**config.mk**
```make
export PLATFORM = sky130hd
export DESIGN_NAME = hex_keypad_scanner_flat
export DESIGN_NICKNAME = d
export VERILOG_FILES = /design/src/rtl/hex_keypad_scanner_if.sv /design/src/rtl/hex_keypad_scanner.sv /design/src/flat_wrapper.sv
export SDC_FILE = /design/constraint.sdc
export NUM_CORES = 1
export LEC_CHECK = 0
export ABC_CLOCK_PERIOD_IN_PS = 5800
export BUFFER_PORTS_ARGS = -buffer_cell sky130_fd_sc_hd__buf_2
export CAP_MARGIN = 20
export CORE_MARGIN = 4
export CORE_UTILIZATION = 63
export CTS_CLUSTER_SIZE = 20
export DETAILED_ROUTE_END_ITERATION = 8
export PLACE_DENSITY = 0.84
export RECOVER_POWER = 100
export SYNTH_ARGS = -nofsm -noshare
export SYNTH_HDL_FRONTEND = slang
export SYNTH_SLANG_ARGS = --single-unit
```
**constraint.sdc**
```tcl
create_clock -name clk -period 5.8 [get_ports clk]
set_input_delay 1.16 -clock clk [delete_from_list [all_inputs] [get_ports clk]]
set_output_delay 1.16 -clock clk [all_outputs]
set_load 0.05 [all_outputs]
```
**src/rtl/hex_keypad_scanner_if.sv**
```systemverilog
// Keypad-side and result-side signals of the hex keypad scanner.
// master: the scanner (drives columns and results, reads rows).
// slave:  the keypad/consumer side (drives rows, reads the rest).
interface hex_keypad_scanner_if;
    logic [3:0] rows;
    logic [3:0] cols;
    logic [3:0] key_code;
    logic       key_valid;
    logic       key_down;
    logic [7:0] key_byte;

    modport master (
        input  rows,
        output cols,
        output key_code,
        output key_valid,
        output key_down,
        output key_byte
    );

    modport slave (
        output rows,
        input  cols,
        input  key_code,
        input  key_valid,
        input  key_down,
        input  key_byte
    );
endinterface

```
**src/rtl/hex_keypad_scanner.sv**
```systemverilog
// 4x4 active-low matrix keypad scanner with frame-based debounce.
// One column is driven low per dwell; rows are sampled at the end of each
// dwell, reduced to the lowest pressed code per frame, and debounced over
// whole frames. Each accepted press shifts its code into key_byte.
//
// state       | meaning
// ------------+---------------------------------------------------------
// IDLE        | no key held, waiting for a frame with a key
// PRESS_CHK   | same key seen in dcnt consecutive frames, not yet accepted
// HELD        | key accepted and still held (any key keeps it held)
// RELEASE_CHK | keypad empty for dcnt consecutive frames, not yet released
module hex_keypad_scanner #(
    parameter int SCAN_DIV        = 200000,
    parameter int DEBOUNCE_FRAMES = 4
) (
    input  logic                    clk,
    input  logic                    rst_n,
    hex_keypad_scanner_if.master    kp
);

    localparam int CNT_W = (SCAN_DIV > 2) ? $clog2(SCAN_DIV) : 1;
    localparam logic [CNT_W-1:0] CNT_LAST = CNT_W'(SCAN_DIV - 1);
    localparam int DW = $clog2(DEBOUNCE_FRAMES + 1);
    localparam logic [DW-1:0] DF_CNT = DW'(DEBOUNCE_FRAMES);

    typedef enum logic [1:0] {
        IDLE        = 2'd0,
        PRESS_CHK   = 2'd1,
        HELD        = 2'd2,
        RELEASE_CHK = 2'd3
    } state_t;

    logic [3:0]       rows_meta;
    logic [3:0]       rows_sync;
    logic [CNT_W-1:0] scan_cnt;
    logic [1:0]       col_idx;
    logic [3:0]       cols_q;
    logic             acc_found;
    logic [3:0]       acc_code;
    state_t           state;
    logic [3:0]       cand;
    logic [DW-1:0]    dcnt;
    logic [3:0]       key_code_q;
    logic             key_valid_q;
    logic             key_down_q;
    logic [7:0]       key_byte_q;

    logic             dwell_end;
    logic             frame_tick;
    logic             col_found;
    logic [1:0]       col_row;
    logic [3:0]       col_code;
    logic             frame_found;
    logic [3:0]       frame_code;
    logic [DW-1:0]    dcnt_inc;

    assign dwell_end  = (scan_cnt == CNT_LAST);
    assign frame_tick = dwell_end && (col_idx == 2'd3);
    assign dcnt_inc   = dcnt + 1'b1;

    // Lowest pressed row in the current column; lower rows give lower codes.
    always_comb begin
        col_row = 2'd0;
        for (int r = 3; r >= 0; r--) begin
            if (!rows_sync[r]) col_row = 2'(r);
        end
    end

    assign col_found = (rows_sync != 4'hF);
    assign col_code  = {col_row, col_idx};

    // Merge this column into the frame result, keeping the lowest code.
    always_comb begin
        frame_found = acc_found;
        frame_code  = acc_code;
        if (col_found && (!acc_found || (col_code < acc_code))) begin
            frame_found = 1'b1;
            frame_code  = col_code;
        end
    end

    // Two-flop synchronizer for the asynchronous row inputs.
    always_ff @(posedge clk or negedge rst_n) begin
        if (!rst_n) begin
            rows_meta <= 4'hF;
            rows_sync <= 4'hF;
        end else begin
            rows_meta <= kp.rows;
            rows_sync <= rows_meta;
        end
    end

    // Dwell counter and column walk; cols changes only at the dwell wrap.
    always_ff @(posedge clk or negedge rst_n) begin
        if (!rst_n) begin
            scan_cnt <= '0;
            col_idx  <= 2'd0;
            cols_q   <= 4'b1110;
        end else if (dwell_end) begin
            scan_cnt <= '0;
            col_idx  <= col_idx + 2'd1;
            cols_q   <= {cols_q[2:0], cols_q[3]};
        end else begin
            scan_cnt <= scan_cnt + 1'b1;
        end
    end

    // Frame accumulator: collects the four column samples, cleared at the frame tick.
    always_ff @(posedge clk or negedge rst_n) begin
        if (!rst_n) begin
            acc_found <= 1'b0;
            acc_code  <= 4'h0;
        end else if (frame_tick) begin
            acc_found <= 1'b0;
            acc_code  <= 4'h0;
        end else if (dwell_end) begin
            acc_found <= frame_found;
            acc_code  <= frame_code;
        end
    end

    // Debounce FSM, stepped once per frame, with registered result outputs.
    always_ff @(posedge clk or negedge rst_n) begin
        if (!rst_n) begin
            state       <= IDLE;
            cand        <= 4'h0;
            dcnt        <= '0;
            key_code_q  <= 4'h0;
            key_valid_q <= 1'b0;
            key_down_q  <= 1'b0;
            key_byte_q  <= 8'h00;
        end else begin
            key_valid_q <= 1'b0;
            if (frame_tick) begin
                case (state)
                    IDLE: begin
                        if (frame_found) begin
                            state <= PRESS_CHK;
                            cand  <= frame_code;
                            dcnt  <= DW'(1);
                        end
                    end
                    PRESS_CHK: begin
                        if (frame_found && (frame_code == cand)) begin
                            if (dcnt_inc == DF_CNT) begin
                                state       <= HELD;
                                key_code_q  <= cand;
                                key_byte_q  <= {key_byte_q[3:0], cand};
                                key_valid_q <= 1'b1;
                                key_down_q  <= 1'b1;
                            end else begin
                                dcnt <= dcnt_inc;
                            end
                        end else begin
                            state <= IDLE;
                        end
                    end
                    HELD: begin
                        if (!frame_found) begin
                            state <= RELEASE_CHK;
                            dcnt  <= DW'(1);
                        end
                    end
                    RELEASE_CHK: begin
                        if (frame_found) begin
                            state <= HELD;
                        end else if (dcnt_inc == DF_CNT) begin
                            state      <= IDLE;
                            key_down_q <= 1'b0;
                        end else begin
                            dcnt <= dcnt_inc;
                        end
                    end
                    default: state <= IDLE;
                endcase
            end
        end
    end

    assign kp.cols      = cols_q;
    assign kp.key_code  = key_code_q;
    assign kp.key_valid = key_valid_q;
    assign kp.key_down  = key_down_q;
    assign kp.key_byte  = key_byte_q;

endmodule

```
**src/flat_wrapper.sv**
```systemverilog
// flat-port wrapper written by rule: the top's interface ports become plain ports
module hex_keypad_scanner_flat 
#(
    parameter int SCAN_DIV        = 200000,
    parameter int DEBOUNCE_FRAMES = 4
)
  (clk, rst_n, kp_rows, kp_cols, kp_key_code, kp_key_valid, kp_key_down, kp_key_byte);
  hex_keypad_scanner_if kp_i ();
  input  logic clk;
  input  logic rst_n;
  input wire logic [$bits(kp_i.rows)-1:0] kp_rows;
  output wire logic [$bits(kp_i.cols)-1:0] kp_cols;
  output wire logic [$bits(kp_i.key_code)-1:0] kp_key_code;
  output wire logic [$bits(kp_i.key_valid)-1:0] kp_key_valid;
  output wire logic [$bits(kp_i.key_down)-1:0] kp_key_down;
  output wire logic [$bits(kp_i.key_byte)-1:0] kp_key_byte;
  assign kp_i.rows = kp_rows;
  assign kp_cols = kp_i.cols;
  assign kp_key_code = kp_i.key_code;
  assign kp_key_valid = kp_i.key_valid;
  assign kp_key_down = kp_i.key_down;
  assign kp_key_byte = kp_i.key_byte;
  hex_keypad_scanner #(.SCAN_DIV(SCAN_DIV), .DEBOUNCE_FRAMES(DEBOUNCE_FRAMES)) u_core (.clk(clk), .rst_n(rst_n), .kp(kp_i));
endmodule
```
### Word-level counts from Yosys, hierarchy flattened

Index checks and enable logic that the tools add are counted.

| cells by class | value |
|---|---|
| add/sub/neg operators | 3 |
| order comparisons | 1 |
| eq/ne operators | 16 |
| multiplexer cells | 33 |
| reductions and logical operators | 13 |

Operator list:

| cell | count |
|---|---|
| 2-bit two-way mux | 10 |
| 18-bit by 1-bit adder with 18-bit output (second input constant) | 1 |
| 18-bit equality test (second input constant) | 1 |
| 18-bit two-way mux | 1 |
| 3-bit two-way mux | 5 |
| 4-bit two-way mux | 3 |
| 3-bit case mux with 4 select lines | 1 |
| 1-bit two-way mux | 11 |
| 5-bit AND reduction | 2 |
| 2-bit by 1-bit inequality test with 1-bit output (second input constant) | 4 |
| 2-bit case mux with 4 select lines | 1 |
| 2-bit equality test (second input constant) | 3 |
| 6-bit AND reduction | 1 |
| 4-bit equality test | 1 |
| 4-bit less-than comparator | 1 |
| 2-bit inequality test (second input constant) | 2 |
| 4-bit inequality test (second input constant) | 1 |
| 4-bit AND reduction | 1 |
| 2-bit nonzero test | 2 |
| 3-bit by 1-bit adder with 3-bit output (second input constant) | 1 |
| 3-bit equality test (second input constant) | 1 |
| 1-bit logical AND | 3 |
| 3-bit by 1-bit inequality test with 1-bit output (second input constant) | 1 |
| 3-bit inequality test (second input constant) | 1 |
| 7 further kinds | 7 |

| word-level totals | value |
|---|---|
| bits in registers | 60 |
| input port bits | 6 |
| output and inout bits | 18 |
| word-level logic and storage cells | 80 |

### Depth between registers and ports, before layout

| depth | value |
|---|---|
| depth after elaboration | 13 |
| depth in mapped cells | 11 |

### Least setup slack after synthesis

OpenSTA, ideal clock, no wires.

| path | value |
|---|---|
| path type | register to register |
| start | reg u_core.rows_sync[1] |
| end | reg u_core.key_byte_q[0], in the netlist u_core.kp.key_byte[0] |
| arrival | 3.018 ns |
| setup slack | 2.657 ns |
| cell stages (with the launch flop) | 12 |
| buffers on the path | 0 |
| cell sequence | dfstp_2 > inv_1 > o21ai_0 > inv_1 > ha_1 > o211ai_2 > or3_1 > nand4_1 > nor4b_4 > nand3_2 > nor4_4 > mux2_2 |

| between the ends | value |
|---|---|
| longest elaborated chain between the ends | 9 |
| elaborated cells between the ends (all ways) | 11 |
| those cells by class | 1 x order compare; 2 x eq/ne; 4 x mux; 4 x reduce/logical |

Ends and longest elaborated chain:

| element | RTL line | RTL |
|---|---|---|
| start: declaration | hex_keypad_scanner.sv:34 | `logic [3:0] rows_sync;` |
| start signal: assignment | hex_keypad_scanner.sv:89 | `rows_sync <= rows_meta;` |
| 2-bit two-way mux (2 in a row) | hex_keypad_scanner.sv:65 | `if (!rows_sync[r]) col_row = 2'(r);` |
| 4-bit less-than comparator | hex_keypad_scanner.sv:76 | `if (col_found && (!acc_found \|\| (col_code < acc_code))) begin` |
| 1-bit logical OR | hex_keypad_scanner.sv:76 |  |
| 1-bit logical AND | hex_keypad_scanner.sv:76 |  |
| 4-bit two-way mux | hex_keypad_scanner.sv:76 |  |
| 4-bit equality test | hex_keypad_scanner.sv:144 | `if (frame_found && (frame_code == cand)) begin` |
| 1-bit logical AND * | hex_keypad_scanner.sv:144 |  |
| 4-bit AND reduction (no source line) * | n/a |  |
| end signal: assignment | hex_keypad_scanner.sv:148 | `key_byte_q <= {key_byte_q[3:0], cand};` |
| end: declaration | hex_keypad_scanner.sv:46 | `logic [7:0] key_byte_q;` |

Every way passes the cells marked *; elsewhere a longest branch is shown, timed or not.
A chain may end at the register's enable or synchronous reset.

### Final worst setup path

| path | value |
|---|---|
| start | reg u_core.rows_sync[1] |
| end | reg u_core.key_byte_q[2], in the netlist u_core.kp.key_byte[2] |

The elaborated chain is that of the path after synthesis.

==> out/results.ini <==
[synth]
synth_edf_count = 0
yosysMostFrequentCell = dfrtp_1
ys_seq_area_share_pct = 51.8
synth-async-reset-ratio_pct = 100
yosys.area.top_type = dfrtp_1
synth_area_leaders = dfrtp_1 41%, dfstp_2 11%, mux2_2 7.4%, ha_1 3.2%, nand2_1 3.2%
syn_nets = 259
synthCells = 246
synth-main-ff-cell = dfrtp_1
syn_area_um2 = 2730
yosys_warnings = 0
ys_types = 53
synthTopCellsByCount = 45 x dfrtp_1, 23 x nand2_1, 18 x mux2_2
synth-seq-cells = 56
synth_top_area_share_pct = 41.2
avgSynthCellArea_um2 = 11.1

[worst_setup_path]
timing.critical_path.mode_cell = inv_1
cp_slowest_stage_delay_ns = 1.19
crit_slowest_cell = nor4_1
critPathLaunch = u_core.rows_sync[1]
cp_data_required_time_ns = 6.01
worst_setup_path_start_kind = register
rr_worst_depth = 11
worstSetupEndpointType = register
arrival_ns = 4.59
reg2reg_slack_ns = 1.41
crit_fanout = 8
r2r-start = u_core.rows_sync[1]
r2r-end = u_core.kp.key_byte[2]
critical_path_class = reg -> reg
cp_cell_sequence = inv_1 > o21ai_0 > inv_1 > ha_1 > o211ai_1 > or3_1 > nand4_1 > nor4b_1 > nand3_1 > nor4_1 > mux2_2

[place]
place.gp.congestion = 0.907
place_area_um2 = 2870
portBuffers = 23
hpwl_mm = 3.42

[power]
internal_power_mw = 0.500
switching_share_pct = 22.5
vdd.ir_drop.worst_uv = 218
p_sw_mw = 0.145
leakagePower_nw = 1.32
combPwrFrac_pct = 3.8
p_per_area_nw_per_um2 = 223
clockPowerShare_pct = 34.7
seq_power_share_pct = 61.5

[timing]
hold_viol = 0
worstMarginPinSlew_ns = 2.81
maxSlewHeadroom_pct = -87.4
setup_tns_ns = 0
max_freq_mhz = 228
skew_ns = 0.0112
rsz0062_at_grt = false
setup_viol = 0
post-route-min-period_ns = 4.39
report.final.slew_viol_count = 57
fin_crit_sh_pct = 75.6

[floorplan]
rows = 23
start_util_pct = 66.9
core_area_um2 = 4090
io_pins = 24
dieArea_um2 = 5460
fp.dieH_um = 73.9
chipWidth_um = 73.9

[cells_and_area]
fin_nets = 281
fin_area_um2 = 2890
n_antenna_cell = 0
drive_gt1_share_pct = 16.4
areaGrowthSynthToFinish_pct = 5.81

[job]
drv_cap = 1

[clock_network]
post_cts_buffers = 0
clk_pin_slew_ns = 0.10
cts_resized = 0
tritoncts = yes
cts_buffers = 5
cts_root_buffer = clkbuf_8
clockBufferDepth = 2
cts_max_level = 2
clkLatencyLatePin_ns = 0.31
cts.sinks = 56
hold_buffers = 0

[detailed_routing]
drt_iter0_drc = 94
ant_nets = 0
wl_mm = 4.86
wl_per_cell_um = 15.2
num_vias = 1895
drc = 0
vias_per_cell = 5.94
drt_pre_antenna_iters = 4

[run_status]
violations = max-capacitance violations, max-slew violations
status = finished with violations

[hold_path]
worstHoldStart = u_core.rows_meta[0]
hold_class = reg -> reg
whs_path_depth = 0
worstHoldEndpoint = u_core.rows_sync[0]

[global_routing]
grt_pass1_vias = 1817
grt_pass1_wl_mm = 8.30
globalRouteTotalUtil_pct = 19.7
antenna_found_initial = 0
grt_overflow = 0
grt_max_degree = 57

metal layers:
metal  GRT usage (%)  wire length (µm)
met1            26.7              2190
met2            31.9              2420
met3            4.10               201
met4            5.84                52
met5               0                 0
cell usage in the layout (no fill, tap or decap), drive strengths merged, types with 3 or more instances in the layout:
cell type and count:
o21ai 9, and3 4, mux2 18, dfrtp 45, nor3 4, nand2 23
dfstp 11, nand2b 4, nor2 16, clkbuf 26, xor2 9, o211ai 3
nor4 3, buf 5, nand3 15, inv 12, nor3b 3, ha 7
a22o 3, xnor2 8, nand4 5, a21oi 5
metrics by stage:
step	utilization [%]	total power, mW	setup WS (ns)	hold slack (ns)	instances
2_1_floorplan	-	0.418	2.66	0.345	246
3_3_place_gp	70.3	0.431	2.43	0.346	311
3_5_place_dp	70.3	0.431	2.38	0.347	311
4_1_cts	72.6	0.656	2.35	0.361	319
5_1_grt	70.8	0.671	1.07	0.366	319
6_report	70.8	0.646	1.41	0.360	319
area by class of cell:
| type | count | area [µm²] |
|---|---|---|
| inverter | 11 | 41.3 |
| fill | 313 | 1190 |
| multi-input combinational | 169 | 1180 |
| clock buffer | 6 | 82.6 |
| timing repair buffer | 25 | 100 |
| tap | 50 | 62.6 |
| sequential | 56 | 1420 |
| clock inverter | 2 | 13.8 |
registers in the layout (all words and copies together), names as in the netlist:
register	flops
u_core.scan_cnt	18
u_core.kp.key_byte	8
u_core.acc_code	4
u_core.cand	4
u_core.kp.cols	4
u_core.rows_meta	4
u_core.rows_sync	4
u_core.dcnt	3
u_core.col_idx	2
u_core.state	2
u_core.acc_found	1
u_core.kp.key_down	1
u_core.kp.key_valid	1
logic make-up after synthesis:
kind of cell	count (synthesis)	share of synthesized area, %
AOI/OAI and AO/OA	39	10.6
xor gates and xnor gates	17	5.45
adders and majority gates	7	3.20
buffers and inverters	21	3.52
DFF	56	51.8
muxes	18	7.41
and+or+nand+nor	88	18.0
worst max-delay path: cells and delay by family, from the launching register on:
kind / cells / cell delay [ns]
AND/OR/NAND/NOR: 5 / 2.39
multiplexers: 1 / 0.43
adder cells (fa/ha/maj): 1 / 0.29
flip-flops: 1 / 0.57
AO/OA/AOI/OAI: 2 / 0.43
buffers and inverters: 2 / 0.18
worst max path at each step:
stage / to / slack, ns / cells after the start
final: u_core.kp.key_byte[2] / 1.41 / 11
after global placement: u_core.kp.key_byte[4] / 2.43 / 11
after floorplan: u_core.kp.key_byte[0] / 2.66 / 11
after global routing: u_core.kp.key_byte[7] / 1.07 / 11
after CTS: u_core.kp.key_byte[1] / 2.35 / 11
after detailed placement: u_core.kp.key_byte[1] / 2.38 / 11
power by group through the flow:
| stage | clock, mW | combinational, mW | sequential (mW) |
|---|---|---|---|
| finish | 0.224 | 0.0246 | 0.397 |
| global route | 0.246 | 0.0277 | 0.398 |
| CTS | 0.231 | 0.0270 | 0.397 |
| detailed placement | 0 | 0.0268 | 0.405 |
| global placement | 0 | 0.0263 | 0.404 |
| floorplan | 0 | 0.0142 | 0.404 |
No activity file was read; power rests on OpenSTA's default activity.
